==> src/rtl/score_digit_ctrl.sv <==
// rtl/score_digit_ctrl.sv - BCD score counter and score-field digit-sprite ROM sequencer
//
// Purpose:
//   Keeps the player score as NUM_DIGITS BCD digits, snapshots a tear-free
//   display copy at each frame start, maps the pixel stream onto the row of
//   digit boxes, drives the glyph ROM address/select, and returns the score
//   pixel two cycles after the coordinates were presented.
//
// Optional build macro:
//   LEADING_ZERO_BLANK_EN - blank leading zero digits (least-significant digit
//                           is always drawn).
//
// Ports:
//   i_clk2         in   1    pixel clock
//   i_rst_n        in   1    asynchronous active-low reset
//   i_x, i_y       in   10   current pixel column / row
//   i_active       in   1    pixel is in the visible area
//   i_frame_start  in   1    pulse at the first pixel of a frame
//   i_score_inc    in   1    pulse: score += 1 (saturating)
//   i_score_clr    in   1    pulse: score := 0 (wins over increment)
//   o_numberaddr   out  10   glyph ROM address, row*DIGIT_W + col
//   o_digit_sel    out  4    glyph index 0-9 used to mux the ROM outputs
//   i_numberdata   in   8    muxed ROM data, one cycle after o_numberaddr
//   o_pixel        out  8    score pixel, 0 outside the glyphs
//   o_hit          out  1    o_pixel belongs to the score field
//   o_score        out  4*NUM_DIGITS  working BCD score, digit 0 in LSBs

module score_digit_ctrl #(
  parameter int NUM_DIGITS = 4,
  parameter int DIGIT_W    = 20,
  parameter int DIGIT_H    = 20,
  parameter int DIGIT_GAP  = 2,
  parameter int ORIGIN_X   = 560,
  parameter int ORIGIN_Y   = 10
) (
  input  logic                    i_clk2,
  input  logic                    i_rst_n,
  input  logic [9:0]              i_x,
  input  logic [9:0]              i_y,
  input  logic                    i_active,
  input  logic                    i_frame_start,
  input  logic                    i_score_inc,
  input  logic                    i_score_clr,
  output logic [9:0]              o_numberaddr,
  output logic [3:0]              o_digit_sel,
  input  logic [7:0]              i_numberdata,
  output logic [7:0]              o_pixel,
  output logic                    o_hit,
  output logic [4*NUM_DIGITS-1:0] o_score
);

  localparam int SW    = 4 * NUM_DIGITS;
  localparam int PITCH = DIGIT_W + DIGIT_GAP;

  // Field bounds, widened to 11 bits so the x - ORIGIN_X subtraction below
  // never aliases a legal coordinate.
  localparam logic [10:0] X_LO  = 11'(ORIGIN_X);
  localparam logic [10:0] X_HI  = 11'(ORIGIN_X + NUM_DIGITS * PITCH - DIGIT_GAP);
  localparam logic [10:0] Y_LO  = 11'(ORIGIN_Y);
  localparam logic [10:0] Y_HI  = 11'(ORIGIN_Y + DIGIT_H);
  localparam logic [10:0] GW    = 11'(DIGIT_W);

  // ---------------------------------------------------------------------------
  // Working score: saturating BCD ripple counter
  // ---------------------------------------------------------------------------
  logic [SW-1:0] score_q;
  logic [SW-1:0] score_inc_val;
  logic          score_full;
  logic          carry;

  always_comb begin
    score_inc_val = score_q;
    score_full    = 1'b1;
    carry         = 1'b1;
    for (int d = 0; d < NUM_DIGITS; d++) begin
      if (score_q[4*d +: 4] != 4'd9) begin
        score_full = 1'b0;
      end
      if (carry) begin
        if (score_q[4*d +: 4] == 4'd9) begin
          score_inc_val[4*d +: 4] = 4'd0;
        end else begin
          score_inc_val[4*d +: 4] = score_q[4*d +: 4] + 4'd1;
          carry                   = 1'b0;
        end
      end
    end
  end

  always_ff @(posedge i_clk2 or negedge i_rst_n) begin
    if (!i_rst_n) begin
      score_q <= '0;
    end else if (i_score_clr) begin
      score_q <= '0;
    end else if (i_score_inc && !score_full) begin
      score_q <= score_inc_val;
    end
  end

  assign o_score = score_q;

  // ---------------------------------------------------------------------------
  // Display copy: sampled from the pre-update score at frame start so a
  // same-cycle increment lands in the next frame rather than tearing this one.
  // ---------------------------------------------------------------------------
  logic [SW-1:0] disp_q;

  always_ff @(posedge i_clk2 or negedge i_rst_n) begin
    if (!i_rst_n) begin
      disp_q <= '0;
    end else if (i_frame_start) begin
      disp_q <= score_q;
    end
  end

`ifdef LEADING_ZERO_BLANK_EN
  // lz[j]: screen slot j (0 = leftmost) and every slot left of it hold zero.
  logic [NUM_DIGITS-1:0] lz;

  always_comb begin
    lz    = '0;
    lz[0] = (disp_q[4*(NUM_DIGITS-1) +: 4] == 4'd0);
    for (int j = 1; j < NUM_DIGITS; j++) begin
      lz[j] = lz[j-1] && (disp_q[4*(NUM_DIGITS-1-j) +: 4] == 4'd0);
    end
  end
`endif

  // ---------------------------------------------------------------------------
  // Stage 0: locate the pixel inside the field (combinational)
  // ---------------------------------------------------------------------------
  logic [10:0] x_ext;
  logic [10:0] y_ext;
  logic [10:0] dx;
  logic [10:0] dy;
  logic        in_x;
  logic        in_y;

  assign x_ext = {1'b0, i_x};
  assign y_ext = {1'b0, i_y};
  assign dx    = x_ext - X_LO;
  assign dy    = y_ext - Y_LO;
  assign in_x  = (x_ext >= X_LO) && (x_ext < X_HI);
  assign in_y  = (y_ext >= Y_LO) && (y_ext < Y_HI);

  // Each slot owns a fixed dx window, so slot index and column fall out of
  // parallel compares against constants instead of a divide by the pitch.
  logic [10:0] slot_lo;
  logic [10:0] col0;
  logic [3:0]  sel0;
  logic        slot_hit;
  logic        blank0;

  always_comb begin
    slot_lo  = '0;
    col0     = '0;
    sel0     = '0;
    slot_hit = 1'b0;
    blank0   = 1'b0;
    for (int j = 0; j < NUM_DIGITS; j++) begin
      slot_lo = 11'(j * PITCH);
      if ((dx >= slot_lo) && (dx < slot_lo + GW)) begin
        slot_hit = 1'b1;
        col0     = dx - slot_lo;
        sel0     = disp_q[4*(NUM_DIGITS-1-j) +: 4];
`ifdef LEADING_ZERO_BLANK_EN
        blank0   = lz[j] && (j != NUM_DIGITS - 1);
`endif
      end
    end
  end

  logic        hit0;
  logic [10:0] addr_wide;

  assign hit0      = i_active && in_y && in_x && slot_hit;
  assign addr_wide = dy * GW + col0;

  // ---------------------------------------------------------------------------
  // Stage 1: ROM address / glyph select. They only move on a hit so the ROM
  // bus stays quiet outside the score field.
  // ---------------------------------------------------------------------------
  logic hit1;

  always_ff @(posedge i_clk2 or negedge i_rst_n) begin
    if (!i_rst_n) begin
      o_numberaddr <= '0;
      o_digit_sel  <= '0;
      hit1         <= 1'b0;
    end else begin
      hit1 <= hit0 && !blank0;
      if (hit0) begin
        o_numberaddr <= addr_wide[9:0];
        o_digit_sel  <= sel0;
      end
    end
  end

  // ---------------------------------------------------------------------------
  // Stage 2: the ROM data arrives this cycle, so only the hit flag needs a
  // register; the pixel gate is combinational on the returned data.
  // ---------------------------------------------------------------------------
  always_ff @(posedge i_clk2 or negedge i_rst_n) begin
    if (!i_rst_n) begin
      o_hit <= 1'b0;
    end else begin
      o_hit <= hit1;
    end
  end

  assign o_pixel = o_hit ? i_numberdata : 8'd0;

endmodule
==> config.mk <==
export PLATFORM = sky130hd
export DESIGN_NAME = score_digit_ctrl
export DESIGN_NICKNAME = d
export VERILOG_FILES = /design/src/rtl/score_digit_ctrl.sv
export SDC_FILE = /design/constraint.sdc
export NUM_CORES = 1
export LEC_CHECK = 0
export ABC_AREA = 1
export BUFFER_PORTS_ARGS = -buffer_cell sky130_fd_sc_hd__buf_4
export CAP_MARGIN = 20
export CORE_ASPECT_RATIO = 2
export CORE_MARGIN = 2
export CORE_UTILIZATION = 30
export CTS_CLUSTER_DIAMETER = 50
export DETAILED_ROUTE_END_ITERATION = 8
export PLACE_DENSITY = 0.6
export SKIP_LAST_GASP = 1
export SLEW_MARGIN = 20
export SYNTH_ARGS = -nofsm -noshare
export SYNTH_HDL_FRONTEND = slang
export SYNTH_SLANG_ARGS = --single-unit
==> constraint.sdc <==
create_clock -name i_clk2 -period 3.75 [get_ports i_clk2]
set_input_delay 0.375 -clock i_clk2 [delete_from_list [all_inputs] [get_ports i_clk2]]
set_output_delay 0.375 -clock i_clk2 [all_outputs]
set_load 0.05 [all_outputs]
Word-level counts from Yosys, hierarchy flattened --
Index checks and enable logic that the tools add are counted. Widths: inputs -> output; s select.
Storage, ports and cells: flip-flop bits (word level) 48, word-level logic and storage cells 89, input bits 34
Operators by class: reduce and logical (&&, ||, !) cells 18, $lt $le $gt $ge 12, equal/unequal tests 8, multiply operators 1, muxes and demuxes 31, add/sub/neg operators 10
Operators with widths (count):
- $mux 4 | 11
- $mux 10 | 4
- $mux 16 | 2
- $lt 11x7->1 const B | 2
- $add 4x1->4 const B | 4
- $eq 4x4->1 const B | 4
- $ne 4x4->1 const B | 4
- $mux 1 | 13
- $ge 11x1->1 const B | 1
- $ge 11x5->1 const B | 1
- $ge 11x6->1 const B | 1
- $ge 11x7->1 const B | 1
- $lt 11x5->1 const B | 1
- $lt 11x6->1 const B | 1
- $mul 11x3->8 const B | 1
- $sub 10x10->11 const B | 1
- $sub 10x4->11 const B | 1
- $add 10x10->10 | 1
- $ge 10x10->1 const B | 1
- $ge 10x4->1 const B | 1
- $logic_and 1x1->1 | 10
- $lt 10x10->1 const B | 1
- $lt 10x5->1 const B | 1
- $sub 10x5->10 const B | 1
- 6 further kinds | 11

Logic depth before layout (Yosys ltp) --
Gate-level depths: netlist of the first run.
depth after elaboration 9, mapped depth 25

Least setup slack after synthesis of the first run --
Ideal clock, no wire load.
kind input port to flip-flop, from in i_x[4], to reg o_numberaddr[8], required time 3629 ps, stages 19, path slack 648 ps, buffers on the path 1, data arrival time 2980 ps, library setup time 121 ps, cell sequence inv_2 ha_1 inv_1 nand3_1 nor2_1 nand3_2 a21oi_4 buf_4 nand2_1 a21boi_0 ha_1 fa_1 nand3_1 nand2_1 nand2_1 nand2_1 a21oi_1 xor2_1 o21ai_2
On the way: word-level cells in the longest chain between the ends 8, elaborated cells on any way between the ends 30
RTL lines:
- start, declared | line 38 | input logic [9:0] i_x,
- $sub 10x10->11 | line 141 | assign dx = x_ext - X_LO;
- $ge 11x1->1 / $lt 11x5->1 (equally long branches) | line 162 | if ((dx >= slot_lo) && (dx < slot_lo + GW)) begin
- $logic_and 1x1->1 | line 162
- $mux 10 / $mux 1 (equally long branches) (4 in a row) | line 162
- $add 10x10->10 / $logic_and 1x1->1 (equally long branches) | line 177, 176
- end signal, assigned | line 193 | o_numberaddr <= addr_wide[9:0];
- end, declared | line 44 | output logic [9:0] o_numberaddr,
Several ways; a longest one is shown, not always the timed one. A chain may end at the register's enable or synchronous reset.

Final worst setup path of the first run --
from in i_y[1], to reg o_numberaddr[9]
On the way: word-level cells in the longest chain between the ends 5, elaborated cells on any way between the ends 9
RTL lines:
- start, declared | line 39 | input logic [9:0] i_y,
- branches (longest 5 deep; another with $sub 10x4->11)
Parallel ways; which one is timed is not known.

==> reports/results.txt, run 1 <==
CTS root buf = clkbuf_16
first-pass GRT wire length = 18100 µm
I/O Buffers = 72
worst-path cell chain = buf_4 -> inv_1 -> ha_1 -> nor2_1 -> nor2_1 -> nand2_1 -> nand2_1 -> inv_1 -> ha_1 -> ha_1 -> a21oi_1 -> nand2_1 -> xor2_1 -> ha_1 -> a21oi_1 -> nand3_1 -> inv_1 -> nand3_1 -> nand2_1 -> nand3_1 -> nand3_1 -> nand2_1
CTS Buffer Depth = 2
skew final = 5.23 ps
WL met2 = 6290 µm
Fillers = 1388
CTS tree = yes
Die ar. = 14300 µm²
post-CTS resize count = 0
Syn. warnings = 0
met3 routed WL = 328 µm
die height = 167 µm
Global Route Usage Sum = 0.161
Slew @ Worst Pin = 626 ps
Worst EP arrival = 3390 ps
Post-synth EDFFs = 0
area of the mapped netlist = 3980 µm²
critical path's largest stage delay = 360 ps
Setup Buffers After CTS = 0
post-synth net total = 609
crit-path max FO = 4
RSZ-0062 raised after global routing = no
via count = 3712
Worst R2R Path Depth = 15
DRC Markers = 0
vias in the first global route = 3886
status = finished clean
Clock Sinks = 48
Worst VDD drop = 0.000237 V
Layout Nets = 687
final core utilization = 0.377
Final HPWL DP = 9210 µm
Final ANT Viol Nets = 0
internal power = 1.07 mW
Min-Delay Path Class = primary input to async pin
ant diodes = 0
M1 wire length = 3730 µm
DR WL/cell = 14.5 µm
hold slack = 101 ps
slowest stage cell on the critical path = ha_1
Slew Viols, Final = 0
ys flop type = dfrtp_1
Final min period = 3200 ps
post-synth cell types = 41
Area Growth Syn to Fin = 22.8%
Max Freq = 313 MHz
Power Dens Cells = 331 nW/µm²
Tcrit/Tclk final = 0.853
asr flop ratio synth = 1.00
DR iter-0 viols = 133
GP Congestion = 0.977
Max Used Layer = met4
Die X = 85.5 µm
Core ar. = 13000 µm²
Yosys reg bits = 48
Largest delay share family, worst path = adder cells
Clk pwr share = 0.333
maxcap violations = 0
Row Count = 59
leak pwr = 2.66 nW
Reg clk slew, reported paths = 70 ps
total power = 1.62 mW
maximum number of pins on one net before global-route repair = 49
sequential power share = 0.355
I/O pins = 73
Slew HR = 0.583
clk_lat worst skew = 290 ps
total CTS buffers = 5
cell mode on critical path = nand2_1
initial core utilization = 0.307
Switching Fraction = 0.340
initial antenna violation count = 0
final-report hold violation count = 0
Via-to-Cell Ratio = 4.85
Worst Path Buf+Inv = 4
critical setup path kind = primary input to flip-flop
CP endpoint kind = flip-flop
Post-Synthesis Cells = 535
CP Data Required Time = 3940 ps
total wire length = 11100 µm
hold buffer count at CTS = 0
setup_tns = 0 ps
TritonRoute pass-1 iters = 4
Syn Area/Cell = 7.45 µm²
share of layout cells above drive strength 1 = 0.220
CP Launch Type = primary input
H-Tree Depth = 2
Comb power frac = 0.312
Overflow after GRT = 0
Worst path depth = 22
# setup viols final = 0
sequential fraction of the synthesis area = 0.302
switching component of the power = 0.551 mW
==> synthesized netlist by cell type (2+ instances only) <==
master | count | area share
nand2_2 | 9 | 0.014
fa_1 | 2 | 0.010
mux2i_1 | 2 | 0.0050
a21oi_1 | 20 | 0.025
nand3_1 | 40 | 0.050
nand2_1 | 143 | 0.13
dfrtp_1 | 48 | 0.30
or2_2 | 2 | 0.0031
ha_1 | 38 | 0.12
inv_1 | 69 | 0.065
xnor2_1 | 8 | 0.018
nor2_2 | 3 | 0.0047
nand4_1 | 4 | 0.0063
clkbuf_1 | 4 | 0.0038
mux2_2 | 8 | 0.023
nor2_1 | 39 | 0.037
nor3_1 | 8 | 0.010
nand3_2 | 3 | 0.0075
nor2_4 | 4 | 0.011
nand4_2 | 2 | 0.0063
nand3b_1 | 5 | 0.0094
buf_6 | 2 | 0.0057
o21ai_2 | 3 | 0.0066
and3_1 | 2 | 0.0031
inv_2 | 7 | 0.0066
xor2_1 | 15 | 0.033
o211ai_1 | 2 | 0.0038
o22ai_1 | 3 | 0.0047
o21ai_0 | 25 | 0.031
nand2_4 | 3 | 0.0085
a31oi_1 | 2 | 0.0031
==> layer usage <==
layer  up-vias  track usage
li1       1881            -
met1      1707        0.147
met2        86        0.311
met3        38       0.0208
met4         0        0.111
met5         -            0
==> cell usage in the layout (no fill, tap or decap), types with 9 or more instances in the layout <==
cell / count
a21oi_1: 20
buf_4: 78
dfrtp_1: 48
ha_1: 38
inv_1: 69
nand2_1: 143
nand2_2: 9
nand3_1: 40
nor2_1: 39
o21ai_0: 25
xor2_1: 15
==> metrics by stage <==
step	worst slack, ps	instance area (µm²)	instances
after global routing	271	4890	766
final	550	4890	766
after floorplan	648	3980	535
after detailed placement	270	4710	758
after CTS	574	4890	766
after global placement	337	4710	758
==> state kept, by name (all words and copies together) (netlist names) <==
| signal | flops |
|---|---|
| o_score | 16 |
| o_digit_sel | 4 |
| disp_q | 16 |
| o_numberaddr | 10 |
| o_hit | 1 |
| hit1 | 1 |
==> worst reg2reg max path, stage by stage (launching register included) <==
cell     delay (ps)
dfrtp_1         410
inv_1           110
ha_1            150
nand2_1          50
nor2_1          200
nand2_1          80
nor2_1          120
nand2_1          70
nand2_1          90
inv_2            50
nor2_2          140
inv_2            80
nand2_2         140
inv_1           130
nand2_1         100
mux2i_1          70
==> power by group through the flow <==
stage	combinational [mW]	sequential, mW	clock (mW)
floorplan	0.296	0.631	0
global placement	0.498	0.583	0
detailed placement	0.507	0.585	0
CTS	0.510	0.575	0.551
global route	0.555	0.579	0.570
finish	0.505	0.574	0.539
==> final cells by class <==
cell class / instances / area (µm²) / area share
inverter: 76 / 285 / 0.0583
timing repair buffer: 78 / 586 / 0.120
clock inverter: 2 / 38.8 / 0.00793
tap: 152 / 190 / 0.0389
clock buffer: 6 / 139 / 0.0284
sequential: 48 / 1200 / 0.246
multi-input combinational: 404 / 2450 / 0.501
==> cell families (layout without fill, tap and decap cells) <==
kind of cell | after synthesis | count (layout) | synth area share
simple gates | 270 | 270 | 0.316
compound gates | 61 | 61 | 0.0923
buf+inv | 83 | 162 | 0.0829
xor+xnor | 23 | 23 | 0.0506
fa+ha+maj | 40 | 40 | 0.129
mux | 10 | 10 | 0.0276
flops | 48 | 48 | 0.302
==> final timing paths <==
| path | from | endpoint | slack (ps) |
|---|---|---|---|
| worst max-delay path | i_y[1] | o_numberaddr[9]$_DFFE_PN0P_ | 550 |
| worst min-delay path | i_rst_n | o_hit$_DFF_PN0_ | 100 |
| worst max register to register | o_score[5]$_DFFE_PN0P_ | o_score[4]$_DFFE_PN0P_ | 1640 |
| worst min register to register | hit1$_DFF_PN0_ | o_hit$_DFF_PN0_ | 370 |
| max in group asynchronous | i_rst_n | o_numberaddr[2]$_DFFE_PN0P_ | 3230 |
| min in group i_clk2 | i_score_clr | o_score[14]$_DFFE_PN0P_ | 320 |
No activity file was read; power rests on OpenSTA's default activity.
==> inputs of run 2 (changes only) <==
--- a/config.mk
+++ b/config.mk
@@ -13,6 +13,7 @@
 export CORE_UTILIZATION = 30
 export CTS_CLUSTER_DIAMETER = 50
 export DETAILED_ROUTE_END_ITERATION = 8
+export GPL_TIMING_DRIVEN = 0
 export PLACE_DENSITY = 0.6
 export SKIP_LAST_GASP = 1
 export SLEW_MARGIN = 20
==> constraint.sdc (replaced) <==
create_clock -name i_clk2 -period 3.75 [get_ports i_clk2]
set_input_delay 0.1875 -clock i_clk2 [delete_from_list [all_inputs] [get_ports i_clk2]]
set_output_delay 0.1875 -clock i_clk2 [all_outputs]
set_load 0.05 [all_outputs]
==> reports/results.txt, run 2 (synthesis results as in run 1) <==
status = finished clean
final-report hold violation count = 0
critical path's largest stage delay = 420 ps
clk_lat worst skew = 290 ps
Largest delay share family, worst path = adder cells
slowest stage cell on the critical path = ha_1
share of layout cells above drive strength 1 = 0.213
leak pwr = 2.67 nW
H-Tree Depth = 2
Worst EP arrival = 3370 ps
total CTS buffers = 5
CP endpoint kind = flip-flop
DRC Markers = 0
Comb power frac = 0.287
Clk pwr share = 0.379
Worst VDD drop = 0.000233 V
Overflow after GRT = 0
RSZ-0062 raised after global routing = no
Non-Filler Instances = 767
CP Data Required Time = 3930 ps
CTS tree = yes
Max Freq = 313 MHz
GR Layer Usage met1 = 0.153
Slew HR = 0.579
DP Cell Count = 758
die height = 167 µm
Reg clk slew, reported paths = 60 ps
ant diodes = 0
sequential power share = 0.334
initial antenna violation count = 0
Min-Delay Path Class = primary input to flip-flop
Via-to-Cell Ratio = 4.83
DR WL/cell = 13.9 µm
Tcrit/Tclk final = 0.852
Final HPWL DP = 8820 µm
Slew @ Worst Pin = 631 ps
busiest grt layer = met2
total wire length = 10700 µm
CTS Buffer Depth = 2
via count = 3704
skew final = 4.63 ps
vias in the first global route = 3823
Area Growth Syn to Fin = 23.8%
initial core utilization = 0.307
Switching Fraction = 0.314
commonest non-fill, non-tap cell in the layout = nand2_1
cell mode on critical path = nand2_1
Slew Viols, Final = 0
Final ANT Viol Nets = 0
switching component of the power = 0.541 mW
setup_tns = 0 ps
crit-path max FO = 10
Clock Sinks = 48
M2 GR Usage = 0.295
maxcap violations = 0
Power Dens Cells = 349 nW/µm²
Die ar. = 14300 µm²
worst-path cell chain = buf_4 -> inv_2 -> ha_1 -> inv_1 -> nand3_1 -> nor2_1 -> nand3_2 -> a21oi_4 -> buf_4 -> nand2_1 -> a21boi_0 -> ha_1 -> fa_1 -> nand3_1 -> nand2_1 -> nand2_1 -> nand2_1 -> a21oi_1 -> xor2_1 -> o21ai_2
first-pass GRT wire length = 17700 µm
I/O Buffers = 71
GP Congestion = 0.929
DR iter-0 viols = 176
Row Count = 59
CTS root buf = clkbuf_16
internal power = 1.18 mW
Core ar. = 13000 µm²
Layout Nets = 688
CP Launch Type = primary input
commonest cells after routing, fill and taps aside = 143 x nand2_1, 72 x buf_4, 69 x inv_1
Die X = 85.5 µm
Final min period = 3200 ps
Global Route Usage Sum = 0.154
maximum number of pins on one net before global-route repair = 49
Worst Path Buf+Inv = 4
TritonRoute pass-1 iters = 4
# setup viols final = 0
critical setup path kind = primary input to flip-flop
GR Layer Usage met3 = 0.0168
I/O pins = 73
==> run 2: final timing paths <==
path / cells past startpoint / slack [ps] / to / startpoint
worst max register to register: 15 / 1630 / o_score[4]$_DFFE_PN0P_ / o_score[5]$_DFFE_PN0P_
worst min-delay path: 2 / 130 / o_score[14]$_DFFE_PN0P_ / i_score_clr
worst min register to register: 0 / 360 / o_hit$_DFF_PN0_ / hit1$_DFF_PN0_
worst max-delay path: 20 / 550 / o_numberaddr[8]$_DFFE_PN0P_ / i_x[4]
min in group asynchronous: 2 / 460 / o_numberaddr[8]$_DFFE_PN0P_ / i_rst_n
max in group asynchronous: 2 / 2870 / o_numberaddr[9]$_DFFE_PN0P_ / i_rst_n
==> run 2: what timing repair did <==
action	CTS	global route
hold buffers	1	0
endpoints found under the hold margin	48	0
buffers inserted	0	0
resized for setup	0	0
==> run 2: power by group through the flow <==
stage / sequential [mW] / clock, mW / combinational, mW
final: 0.575 / 0.651 / 0.495
after CTS: 0.575 / 0.665 / 0.501
after global routing: 0.580 / 0.685 / 0.555
after floorplan: 0.631 / 0 / 0.296
after detailed placement: 0.585 / 0 / 0.496
after global placement: 0.583 / 0 / 0.488
==> run 2: per-layer routing <==
layer	part of all wire	up-vias
li1	-	1876
met1	0.36	1705
met2	0.56	87
met3	0.025	36
met4	0.057	0
met5	0	-
==> run 2: stage by stage <==
| stage | setup WS (ps) | utilization | hold slack [ps] | power, mW | area, µm² |
|---|---|---|---|---|---|
| finish | 555 | 0.380 | 134 | 1.72 | 4930 |
| global route | 292 | 0.380 | 134 | 1.82 | 4930 |
| CTS | 538 | 0.380 | 123 | 1.74 | 4930 |
| detailed placement | 242 | 0.362 | 257 | 1.08 | 4710 |
| global placement | 252 | 0.362 | 240 | 1.07 | 4710 |
| floorplan | 836 | - | -108 | 0.927 | 3980 |
==> run 2: layout make-up <==
cell class / count / area, µm²
plain buffers: 7 / 45.0
clock buffers: 5 / 125
clock inverters: 3 / 90.1
fillers: 1370 / 8060
inverters: 76 / 285
multi-input cells: 404 / 2450
flip-flops and latches: 48 / 1200
well taps: 152 / 190
repair buffers: 72 / 543
